==> src/rtl/rts_multichain_ctrl_if.sv <==
// Operand/handshake bundle for rts_multichain_ctrl.
// The signature compare signals exist only when RTS_SIG_COMPARE_EN is defined.
interface rts_multichain_ctrl_if #(
  parameter int SHIFT_W    = 8,
  parameter int ROUND_W    = 16,
  parameter int NUM_CHAINS = 4,
  parameter int SIG_W      = 16
);
  logic                  start;
  logic [SHIFT_W-1:0]    shiftCnt;
  logic [ROUND_W-1:0]    numRounds;
  logic [NUM_CHAINS-1:0] chainMask;
  logic                  NbarT;
  logic                  internalRst;
  logic                  PRPG_En;
  logic                  MISR_En;
  logic [NUM_CHAINS-1:0] SRSG_En;
  logic [NUM_CHAINS-1:0] SISA_En;
  logic                  busy;
  logic                  done;
  logic [ROUND_W-1:0]    roundIdx;
`ifdef RTS_SIG_COMPARE_EN
  logic [SIG_W-1:0]      sigIn;
  logic [SIG_W-1:0]      goldenSig;
  logic                  pass;
  logic                  fail;

  modport master (
    output start, shiftCnt, numRounds, chainMask, sigIn, goldenSig,
    input  NbarT, internalRst, PRPG_En, MISR_En, SRSG_En, SISA_En,
    input  busy, done, roundIdx, pass, fail
  );
  modport slave (
    input  start, shiftCnt, numRounds, chainMask, sigIn, goldenSig,
    output NbarT, internalRst, PRPG_En, MISR_En, SRSG_En, SISA_En,
    output busy, done, roundIdx, pass, fail
  );
`else
  modport master (
    output start, shiftCnt, numRounds, chainMask,
    input  NbarT, internalRst, PRPG_En, MISR_En, SRSG_En, SISA_En,
    input  busy, done, roundIdx
  );
  modport slave (
    input  start, shiftCnt, numRounds, chainMask,
    output NbarT, internalRst, PRPG_En, MISR_En, SRSG_En, SISA_En,
    output busy, done, roundIdx
  );
`endif
endinterface

==> src/rtl/rts_multichain_ctrl.sv <==
// Multi-chain RTS BIST sequencer with start/busy/done handshake.
// Define RTS_SIG_COMPARE_EN to add the on-chip golden-signature comparator.
module rts_multichain_ctrl #(
  parameter int SHIFT_W    = 8,
  parameter int ROUND_W    = 16,
  parameter int NUM_CHAINS = 4,
  parameter int SIG_W      = 16
) (
  input  logic                 clk,
  input  logic                 rst,
  rts_multichain_ctrl_if.slave bus
);

  typedef enum logic [2:0] {
    IDLE    = 3'd0,
    INIT    = 3'd1,
    SHIFT   = 3'd2,
    CAPTURE = 3'd3,
    UNLOAD  = 3'd4,
    DONE    = 3'd5
  } state_e;

  state_e                state_q, state_d;
  logic [SHIFT_W-1:0]    s_last_q, s_last_d;
  logic [SHIFT_W-1:0]    shift_cnt_q, shift_cnt_d;
  logic [ROUND_W-1:0]    rounds_q, rounds_d;
  logic [ROUND_W-1:0]    round_idx_q, round_idx_d;
  logic [NUM_CHAINS-1:0] mask_q, mask_d;
  logic                  accept_s, shift_last_s, round_last_s;

  logic                  nbar_t_s, internal_rst_s, prpg_en_s, misr_en_s, busy_s, done_s;
  logic [NUM_CHAINS-1:0] srsg_en_s, sisa_en_s;

  assign accept_s     = (state_q == IDLE) && bus.start;
  assign shift_last_s = (shift_cnt_q == s_last_q);
  // CAPTURE is only reachable with rounds_q >= 1, so the decrement never wraps.
  assign round_last_s = (round_idx_q == (rounds_q - ROUND_W'(1)));

  // State register.
  always_ff @(posedge clk) begin
    if (rst) begin
      state_q <= IDLE;
    end else begin
      state_q <= state_d;
    end
  end

  // Next-state decode.
  always_comb begin
    state_d = state_q;
    case (state_q)
      IDLE:    if (bus.start)               state_d = INIT;    else state_d = IDLE;
      INIT:    if (rounds_q == ROUND_W'(0)) state_d = DONE;    else state_d = SHIFT;
      SHIFT:   if (shift_last_s)            state_d = CAPTURE; else state_d = SHIFT;
      CAPTURE: if (round_last_s)            state_d = UNLOAD;  else state_d = SHIFT;
      UNLOAD:  if (shift_last_s)            state_d = DONE;    else state_d = UNLOAD;
      DONE:    state_d = IDLE;
      default: state_d = IDLE;
    endcase
  end

  // Operand latches and shift/round counters.
  always_comb begin
    s_last_d    = s_last_q;
    rounds_d    = rounds_q;
    mask_d      = mask_q;
    shift_cnt_d = SHIFT_W'(0);
    round_idx_d = round_idx_q;
    if (accept_s) begin
      // Store S-1 so a zero shift count behaves as a single shift cycle.
      s_last_d = (bus.shiftCnt == SHIFT_W'(0)) ? SHIFT_W'(0) : (bus.shiftCnt - SHIFT_W'(1));
      rounds_d = bus.numRounds;
      mask_d   = bus.chainMask;
    end else begin
      s_last_d = s_last_q;
      rounds_d = rounds_q;
      mask_d   = mask_q;
    end
    if (((state_q == SHIFT) || (state_q == UNLOAD)) && !shift_last_s) begin
      shift_cnt_d = shift_cnt_q + SHIFT_W'(1);
    end else begin
      shift_cnt_d = SHIFT_W'(0);
    end
    case (state_q)
      CAPTURE:    round_idx_d = round_idx_q + ROUND_W'(1);
      IDLE, DONE: round_idx_d = ROUND_W'(0);
      default:    round_idx_d = round_idx_q;
    endcase
  end

  // Datapath registers.
  always_ff @(posedge clk) begin
    if (rst) begin
      s_last_q    <= SHIFT_W'(0);
      rounds_q    <= ROUND_W'(0);
      mask_q      <= {NUM_CHAINS{1'b0}};
      shift_cnt_q <= SHIFT_W'(0);
      round_idx_q <= ROUND_W'(0);
    end else begin
      s_last_q    <= s_last_d;
      rounds_q    <= rounds_d;
      mask_q      <= mask_d;
      shift_cnt_q <= shift_cnt_d;
      round_idx_q <= round_idx_d;
    end
  end

  // Output decode from registered state.
  always_comb begin
    nbar_t_s       = 1'b0;
    internal_rst_s = 1'b0;
    prpg_en_s      = 1'b0;
    misr_en_s      = 1'b0;
    busy_s         = 1'b0;
    done_s         = 1'b0;
    srsg_en_s      = {NUM_CHAINS{1'b0}};
    sisa_en_s      = {NUM_CHAINS{1'b0}};
    case (state_q)
      INIT: begin
        internal_rst_s = 1'b1;
        busy_s         = 1'b1;
      end
      SHIFT: begin
        nbar_t_s  = 1'b1;
        srsg_en_s = mask_q;
        sisa_en_s = mask_q;
        busy_s    = 1'b1;
      end
      CAPTURE: begin
        prpg_en_s = 1'b1;
        misr_en_s = 1'b1;
        busy_s    = 1'b1;
      end
      UNLOAD: begin
        nbar_t_s  = 1'b1;
        sisa_en_s = mask_q;
        busy_s    = 1'b1;
      end
      DONE:    done_s   = 1'b1;
      default: nbar_t_s = 1'b0;
    endcase
  end

  assign bus.NbarT       = nbar_t_s;
  assign bus.internalRst = internal_rst_s;
  assign bus.PRPG_En     = prpg_en_s;
  assign bus.MISR_En     = misr_en_s;
  assign bus.SRSG_En     = srsg_en_s;
  assign bus.SISA_En     = sisa_en_s;
  assign bus.busy        = busy_s;
  assign bus.done        = done_s;
  assign bus.roundIdx    = round_idx_q;

`ifdef RTS_SIG_COMPARE_EN
  logic pass_q, pass_d, fail_q, fail_d;

  // Verdict is taken in DONE and held until the next accepted start.
  always_comb begin
    pass_d = pass_q;
    fail_d = fail_q;
    if (state_q == DONE) begin
      pass_d = (bus.sigIn == bus.goldenSig);
      fail_d = (bus.sigIn != bus.goldenSig);
    end else if (accept_s) begin
      pass_d = 1'b0;
      fail_d = 1'b0;
    end else begin
      pass_d = pass_q;
      fail_d = fail_q;
    end
  end

  // Verdict registers.
  always_ff @(posedge clk) begin
    if (rst) begin
      pass_q <= 1'b0;
      fail_q <= 1'b0;
    end else begin
      pass_q <= pass_d;
      fail_q <= fail_d;
    end
  end

  assign bus.pass = pass_q;
  assign bus.fail = fail_q;
`endif

endmodule

==> src/flat_wrapper.sv <==
// flat-port wrapper written by rule: the top's interface ports become plain ports
module rts_multichain_ctrl_flat 
#(
  parameter int SHIFT_W    = 8,
  parameter int ROUND_W    = 16,
  parameter int NUM_CHAINS = 4,
  parameter int SIG_W      = 16
)
  (clk, rst, bus_start, bus_shiftCnt, bus_numRounds, bus_chainMask, bus_NbarT, bus_internalRst, bus_PRPG_En, bus_MISR_En, bus_SRSG_En, bus_SISA_En, bus_busy, bus_done, bus_roundIdx);
  rts_multichain_ctrl_if #(.SHIFT_W(SHIFT_W), .ROUND_W(ROUND_W), .NUM_CHAINS(NUM_CHAINS), .SIG_W(SIG_W)) bus_i ();
  input  logic clk;
  input  logic rst;
  input wire logic [$bits(bus_i.start)-1:0] bus_start;
  input wire logic [$bits(bus_i.shiftCnt)-1:0] bus_shiftCnt;
  input wire logic [$bits(bus_i.numRounds)-1:0] bus_numRounds;
  input wire logic [$bits(bus_i.chainMask)-1:0] bus_chainMask;
  output wire logic [$bits(bus_i.NbarT)-1:0] bus_NbarT;
  output wire logic [$bits(bus_i.internalRst)-1:0] bus_internalRst;
  output wire logic [$bits(bus_i.PRPG_En)-1:0] bus_PRPG_En;
  output wire logic [$bits(bus_i.MISR_En)-1:0] bus_MISR_En;
  output wire logic [$bits(bus_i.SRSG_En)-1:0] bus_SRSG_En;
  output wire logic [$bits(bus_i.SISA_En)-1:0] bus_SISA_En;
  output wire logic [$bits(bus_i.busy)-1:0] bus_busy;
  output wire logic [$bits(bus_i.done)-1:0] bus_done;
  output wire logic [$bits(bus_i.roundIdx)-1:0] bus_roundIdx;
  assign bus_i.start = bus_start;
  assign bus_i.shiftCnt = bus_shiftCnt;
  assign bus_i.numRounds = bus_numRounds;
  assign bus_i.chainMask = bus_chainMask;
  assign bus_NbarT = bus_i.NbarT;
  assign bus_internalRst = bus_i.internalRst;
  assign bus_PRPG_En = bus_i.PRPG_En;
  assign bus_MISR_En = bus_i.MISR_En;
  assign bus_SRSG_En = bus_i.SRSG_En;
  assign bus_SISA_En = bus_i.SISA_En;
  assign bus_busy = bus_i.busy;
  assign bus_done = bus_i.done;
  assign bus_roundIdx = bus_i.roundIdx;
  rts_multichain_ctrl #(.SHIFT_W(SHIFT_W), .ROUND_W(ROUND_W), .NUM_CHAINS(NUM_CHAINS), .SIG_W(SIG_W)) u_core (.clk(clk), .rst(rst), .bus(bus_i));
endmodule
==> config.mk <==
export PLATFORM = sky130hd
export DESIGN_NAME = rts_multichain_ctrl_flat
export DESIGN_NICKNAME = d
export VERILOG_FILES = /design/src/rtl/rts_multichain_ctrl_if.sv /design/src/rtl/rts_multichain_ctrl.sv /design/src/flat_wrapper.sv
export SDC_FILE = /design/constraint.sdc
export NUM_CORES = 1
export LEC_CHECK = 0
export CAP_MARGIN = 20
export CORE_UTILIZATION = 50
export DETAILED_ROUTE_END_ITERATION = 8
export HOLD_SLACK_MARGIN = 0.08
export PLACE_DENSITY = 0.85
export SLEW_MARGIN = 20
export SYNTH_ARGS = -nofsm -noshare
export SYNTH_HDL_FRONTEND = slang
export SYNTH_SLANG_ARGS = --single-unit
==> constraint.sdc <==
create_clock -name clk -period 3.1 [get_ports clk]
set_input_delay 0.62 -clock clk [delete_from_list [all_inputs] [get_ports clk]]
set_output_delay 0.62 -clock clk [all_outputs]
set_load 0.05 [all_outputs]
==> results of run 1 <==
[logic make-up after synthesis]
family,count (synthesis)
DFF,55
buffers and inverters,37
xor gates and xnor gates,41
muxes,7
adders and majority gates,4
and+or+nand+nor,191
AOI/OAI and AO/OA,73
[layer usage]
layer / vias to the layer above / part of all wire [%] / GRT usage [%] / wire length, um
li1: 1501 / - / - / -
met5: - / 0 / 0 / 0
met3: 13 / 5.3 / 3.333 / 380
met2: 104 / 50 / 41.50 / 3588
met1: 1385 / 43 / 26.67 / 3058
met4: 0 / 1.7 / 9.825 / 121
[layout make-up]
cell class / count / share of cell area [%]
inverter: 13 / 1.245
clock buffer: 6 / 1.852
sequential: 55 / 28.10
timing repair buffer: 64 / 16.35
clock inverter: 2 / 1.533
tap: 75 / 2.395
multi-input combinational: 316 / 48.53
[worst max-delay path: stages, from the launching register on]
cell             delay, ns
dfxtp_1               0.59
xnor2_1               0.16
nor2_1                0.27
and2_1                0.18
clkdlybuf4s50_1       0.80
[power by group]
| group | total, mW | internal [mW] | switching (mW) |
|---|---|---|---|
| sequential | 0.855 | 0.764 | 0.0908 |
| combinational | 0.718 | 0.307 | 0.412 |
| clock | 0.550 | 0.323 | 0.227 |
[sequential cells by signal, summed over array words and instances, names as in the netlist]
signal and cells:
u_core.state_q 3, u_core.shift_cnt_q 8, u_core.bus.roundIdx 16, u_core.rounds_q 16
u_core.mask_q 4, u_core.s_last_q 8
[worst max path at each step]
stage	to	slack, ns	cells after the start
floorplan	bus_SISA_En[0]	0.48	4
global placement	bus_SRSG_En[1]	0.47	4
detailed placement	bus_SRSG_En[3]	0.39	4
CTS	bus_SRSG_En[3]	0.04	4
global route	bus_SISA_En[1]	0.07	4
finish	bus_SISA_En[1]	0.17	4
[per-stage QoR]
step | total power, mW | instances
3_3_place_gp | 1.558 | 523
5_1_grt | 2.246 | 531
3_5_place_dp | 1.583 | 523
4_1_cts | 2.133 | 531
6_report | 2.123 | 531
2_1_floorplan | 1.401 | 408
[synth_stat cells (all sizes together), types with 9 or more instances]
library cell	count
nor3	17
nand4	9
a21oi	34
nor2	44
dfxtp	55
xnor2	25
nand2	60
xor2	16
inv	13
and2	10
nand3	15
clkbuf	16
[timing repair]
item	in CTS	in global routing
endpoints found under the hold margin	0	0
hold buffers	0	0
endpoints found under the setup margin	0	4
gates resized for setup	0	4
==> reports/metrics.cfg, run 1 <==
[routing]
wl_um = 7148
wire_per_inst_um = 13.46
drc = 0
firstDrtPassIters = 4
antenna_left = 0
via_per_inst = 5.655
vias = 3003
first_iter_violations = 167

[finish]
final_util_pct = 65.03
fin_nets = 490
fin_area_mm2 = 0.003919
antenna_cells = 0
drive_above_1_share_pct = 5.263
mostFrequentLayoutCell = nand2_1
nFillCells = 536
syn2layout_area_growth_pct = 23.55
most-common-layout-cells = 60 x nand2_1, 56 x clkdlybuf4s50_1, 55 x dfxtp_1
final-seq-area_mm2 = 0.001101
multi_input_area_mm2 = 0.001902

[timing]
drv_slew = 0
setup_viol = 0
fin_crit_sh_pct = 94.57
fmax_ghz = 0.3411
relSlewSlack_pct = 43.48
fin_hold_ws_ns = 0.4675
min_period_ns = 2.932
worstMarginPinSlew_ns = 0.8413
layout_setup_ws_ns = 0.1684
rsz0062_at_grt = false
hold_viol_final = 0
finalSetupTns_ns = 0
skew_ns = 0.004909

[clocking]
cts-htree-levels = 2
cts_setup_buffers = 0
clock-sinks = 55
cts-buffers-inserted = 5
clkLatencyLatePin_ns = 0.31
cts_tree = built
cts-root-buf = clkbuf_8
clk_pin_slew_worst_paths_ns = 0.09
clockBufferDepth = 2

[yosys]
synthAdderAreaFrac_pct = 1.578
synth_xor_area_share_pct = 11.32
synth_top_area_share_pct = 34.71
ys_ff_latch = 55
synth_top_family_by_area = simple AND/OR/NAND/NOR gates
synthTopCellsByArea = dfxtp_1 35%, nand2_1 7.1%, xnor2_1 6.9%
synth_area_mm2 = 0.003172
synth_edf_count = 0
synthMuxAreaShare_pct = 2.327
yosysTopAreaCell = dfxtp_1
syn_inst = 408
synth_warnings = 0
synth_cell_types = 55
syn_nets = 443
yosysSeqAreaShare_pct = 34.71
synth_compound_area_share_pct = 14.20
postSynthAreaPerCell_um2 = 7.774
synthSimpleGateAreaFrac_pct = 30.34
async_flop_share_pct = 0
synthFlopType = dfxtp_1

[global_routing]
grt_pass1_vias = 2743
grt_pass1_wl_um = 11970
grt.overflow.total = 0
grt_usage_pct = 22.91
antenna_found_initial = 0
grt_max_degree = 49

[place]
dpl.hpwl_um = 5337
place_area_mm2 = 0.003776
port_buffers = 60
gp_congestion = 0.8568
dp_slack_ns = 0.3855

[flow_run]
cap_violations = 0

[setup_path]
cp-end-kind = primary output
regToRegSetupSlack_ns = 0.59
ff2ff_path_depth = 8
r2r_end = u_core.state_q[1]$_SDFF_PP0_
cp.required_ns = 2.48
critPathArrivalTime_ns = 2.31
crit_path_start_kind = flop
cp_max_fo = 12
r2r_start = u_core.rounds_q[0]$_SDFFE_PP0P_
startpoint = u_core.state_q[2]$_SDFF_PP0_
crit_type = flop to primary output

[pwr]
leakagePower_nw = 1.481
vdd_drop_max_mv = 0.4091
power_density_mw_per_mm2 = 541.8

[worst_hold_path]
min_from = u_core.mask_q[0]$_SDFFE_PP0P_
hold_end = u_core.mask_q[0]$_SDFFE_PP0P_
holdPathStages = 2
hold_class = flop to flop

[floorplanning]
coreArea_mm2 = 0.006026
ios = 61
die_h_um = 81.65
row_count = 28
start_util_pct = 52.64
die_w_um = 81.65
die_area_mm2 = 0.006666

[status]
status = complete, no violations

Note: power is estimated with default switching activity, not from simulation.
==> inputs of run 2 (changes only) <==
--- a/config.mk
+++ b/config.mk
@@ -6,10 +6,13 @@
 export NUM_CORES = 1
 export LEC_CHECK = 0
 export CAP_MARGIN = 20
+export CORE_ASPECT_RATIO = 1.5
+export CORE_MARGIN = 2
 export CORE_UTILIZATION = 50
 export DETAILED_ROUTE_END_ITERATION = 8
 export HOLD_SLACK_MARGIN = 0.08
 export PLACE_DENSITY = 0.85
+export RECOVER_POWER = 25
 export SLEW_MARGIN = 20
 export SYNTH_ARGS = -nofsm -noshare
 export SYNTH_HDL_FRONTEND = slang
==> run 2 against run 1 <==
  * Clock power down 10%
  * Cell count is 0.19% higher
  * Fmax is 0.34% lower
  * Largest cell class unchanged
==> reports/metrics.cfg, run 2 (same netlist as run 1, synthesis figures left out) <==
[status]
status = complete, no violations

[pwr]
vdd_drop_max_mv = 0.3272  ; -20%
switchingPower_mw = 0.7507  ; +2.9%
p_int_mw = 1.344  ; -3.6%
leakagePower_nw = 1.412  ; -4.7%
swShare_pct = 35.84  ; +1.5 points
comb_power_share_pct = 35.6  ; +1.8 points
clockPowerShare_pct = 23.6  ; -2.3 points
power_density_mw_per_mm2 = 536.3  ; -1.0%
seqPwrFrac_pct = 40.8  ; +0.5 points

[clocking]
cts-htree-levels = 2  ; unchanged
cts-buffers-inserted = 5  ; unchanged
cts-root-buf = clkbuf_8
clk_pin_slew_worst_paths_ns = 0.09  ; about the same
post_cts_resized = 0  ; unchanged
cts_setup_buffers = 0  ; unchanged
cts_hold_buf = 0  ; unchanged
clock-sinks = 55  ; unchanged
cts_tree = built
clockBufferDepth = 2  ; unchanged
clkLatencyLatePin_ns = 0.31  ; about the same

[worst_hold_path]
holdPathStages = 2  ; unchanged
hold_end = u_core.mask_q[3]$_SDFFE_PP0P_
hold_class = flop to flop
min_from = u_core.mask_q[3]$_SDFFE_PP0P_

[global_routing]
grt.overflow.total = 0  ; unchanged
grt_usage_pct = 22.90  ; about the same
grt_pass1_wl_um = 13300  ; +11%
grt_pass1_vias = 2990  ; +9.0%
grt_max_degree = 49  ; unchanged
antenna_found_initial = 0  ; unchanged

[finish]
most-common-layout-cells = 60 x nand2_1, 59 x clkdlybuf4s50_1, 55 x dfxtp_1
drive_above_1_share_pct = 5.895  ; +0.63 points
antenna_cells = 0  ; unchanged
mostFrequentLayoutCell = nand2_1
fin_nets = 492  ; +0.41%
syn2layout_area_growth_pct = 23.12
fin_cells = 532  ; +0.19%

[setup_path]
cpPeakStageDelay_ns = 0.81  ; about the same
regToRegSetupSlack_ns = 0.57  ; -0.02 ns
cp.required_ns = 2.48  ; about the same
crit_path_start_kind = flop
crit_type = flop to primary output
critPathSlowestCell = clkdlybuf4s50_1
r2r_start = u_core.state_q[0]$_SDFF_PP0_
cp-end-kind = primary output
ff2ff_path_depth = 5  ; -3
r2r_end = u_core.bus.roundIdx[12]$_SDFFE_PP0P_
crit_chain = inv_1 > nor3_1 > and2_1 > clkdlybuf4s50_1
cp_max_fo = 11  ; -1
critPathArrivalTime_ns = 2.32  ; about the same

[routing]
firstDrtPassIters = 5  ; +1
antenna_left = 0  ; unchanged
first_iter_violations = 181  ; +8.4%
via_per_inst = 5.752  ; +1.7%
wl_um = 7801  ; +9.1%
vias = 3060  ; +1.9%
drc = 0  ; unchanged
wire_per_inst_um = 14.66  ; +8.9%

[timing]
rsz0062_at_grt = false
skew_ns = 0.005191  ; +0.0002827 ns
setup_viol = 0  ; unchanged
fmax_ghz = 0.3400  ; -0.34%
worstMarginPinSlew_ns = 0.9771  ; +0.1358 ns
relSlewSlack_pct = 34.86  ; -8.6 points
finalSetupTns_ns = 0  ; unchanged
fin_hold_ws_ns = 0.4718  ; +0.004290 ns
drv_slew = 0  ; unchanged
hold_viol_final = 0  ; unchanged
min_period_ns = 2.942  ; +0.009942 ns
fin_crit_sh_pct = 94.89  ; +0.32 points

[floorplanning]
start_util_pct = 51.73  ; -0.90 points
die_w_um = 69.03  ; -15%
die_area_mm2 = 0.007010  ; +5.2%
die_h_um = 101.5  ; +24%
ios = 61  ; unchanged
coreArea_mm2 = 0.006131  ; +1.7%
row_count = 35  ; +25%

[place]
port_buffers = 60  ; unchanged
gp_congestion = 0.8798  ; +2.7%
place_inst = 524  ; +0.19%
dpl.hpwl_um = 5770  ; +8.1%

[flow_run]
cap_violations = 0  ; unchanged

## run 2: changes by cell type in the layout (fill, tap and decap cells not counted), sizes merged
cell           delta
clkdlybuf4s50     +3
clkinv            +1
bufinv            -1
clkbuf            +1
buf               +1
dlygate4sd3       +1
dlymetal6s2s      -4
## run 2: power by group through the flow
stage	clock (mW)	combinational, mW	sequential (mW)
2_1_floorplan	0	0.578	0.823
3_3_place_gp	0	0.721	0.866
3_5_place_dp	0	0.738	0.870
4_1_cts	0.498	0.746	0.853
5_1_grt	0.528	0.818	0.868
6_report	0.494	0.746	0.855
## run 2: area by class of cell
class	instances	area [um^2]
tap	74	92.59
clock buffer	6	82.58
sequential	55	1101
timing repair buffer	66	643.1
multi-input combinational	316	1902
fill	545	2226
inverter	13	48.80
clock inverter	2	35.03
## run 2: worst max path at each step
stage | startpoint | end | slack (ns) | cells past startpoint
6_report | u_core.state_q[1]$_SDFF_PP0_ | bus_SRSG_En[2] | 0.16 | 4
5_1_grt | u_core.state_q[1]$_SDFF_PP0_ | bus_SRSG_En[2] | 0.03 | 4
4_1_cts | u_core.state_q[1]$_SDFF_PP0_ | bus_SRSG_En[2] | 0.17 | 4
3_5_place_dp | u_core.state_q[1]$_SDFF_PP0_ | bus_SRSG_En[2] | 0.50 | 4
3_3_place_gp | u_core.state_q[1]$_SDFF_PP0_ | bus_SRSG_En[1] | 0.56 | 4
2_1_floorplan | u_core.state_q[2]$_SDFF_PP0_ | bus_SISA_En[0] | 0.48 | 4
## run 2: stage by stage
step	instance area, um^2	setup WS, ns	utilization [%]	total power [mW]
after floorplan	3172	0.4821	-	1.401
after global placement	3790	0.5580	61.82	1.588
after detailed placement	3790	0.4967	61.82	1.608
after CTS	3908	0.1656	63.73	2.098
after global routing	3905	0.03016	63.69	2.214
final	3905	0.1585	63.69	2.094
## run 2: routing by layer
| layer | GRT usage [%] | routed length, um | up-vias |
|---|---|---|---|
| li1 | - | - | 1504 |
| met2 | 43.86 | 4264 | 100 |
| met4 | 10.56 | 237 | 0 |
| met5 | 0 | 0 | - |
| met1 | 24.11 | 2930 | 1430 |
| met3 | 4.179 | 369 | 26 |
## run 2: critical path, delay by kind of cell, from the launching register on
family | cells | cell delay [ns]
flops | 1 | 0.55
buf+inv | 2 | 0.96
simple gates | 2 | 0.50
==> inputs of run 3 (changes only) <==
--- a/config.mk
+++ b/config.mk
@@ -10,6 +10,7 @@
 export CORE_MARGIN = 2
 export CORE_UTILIZATION = 50
 export DETAILED_ROUTE_END_ITERATION = 8
+export GPL_ROUTABILITY_DRIVEN = 0
 export HOLD_SLACK_MARGIN = 0.08
 export PLACE_DENSITY = 0.85
 export RECOVER_POWER = 25
==> results of run 3 <==
No change in the layout: final DEF, timing and power equal those of run 2.
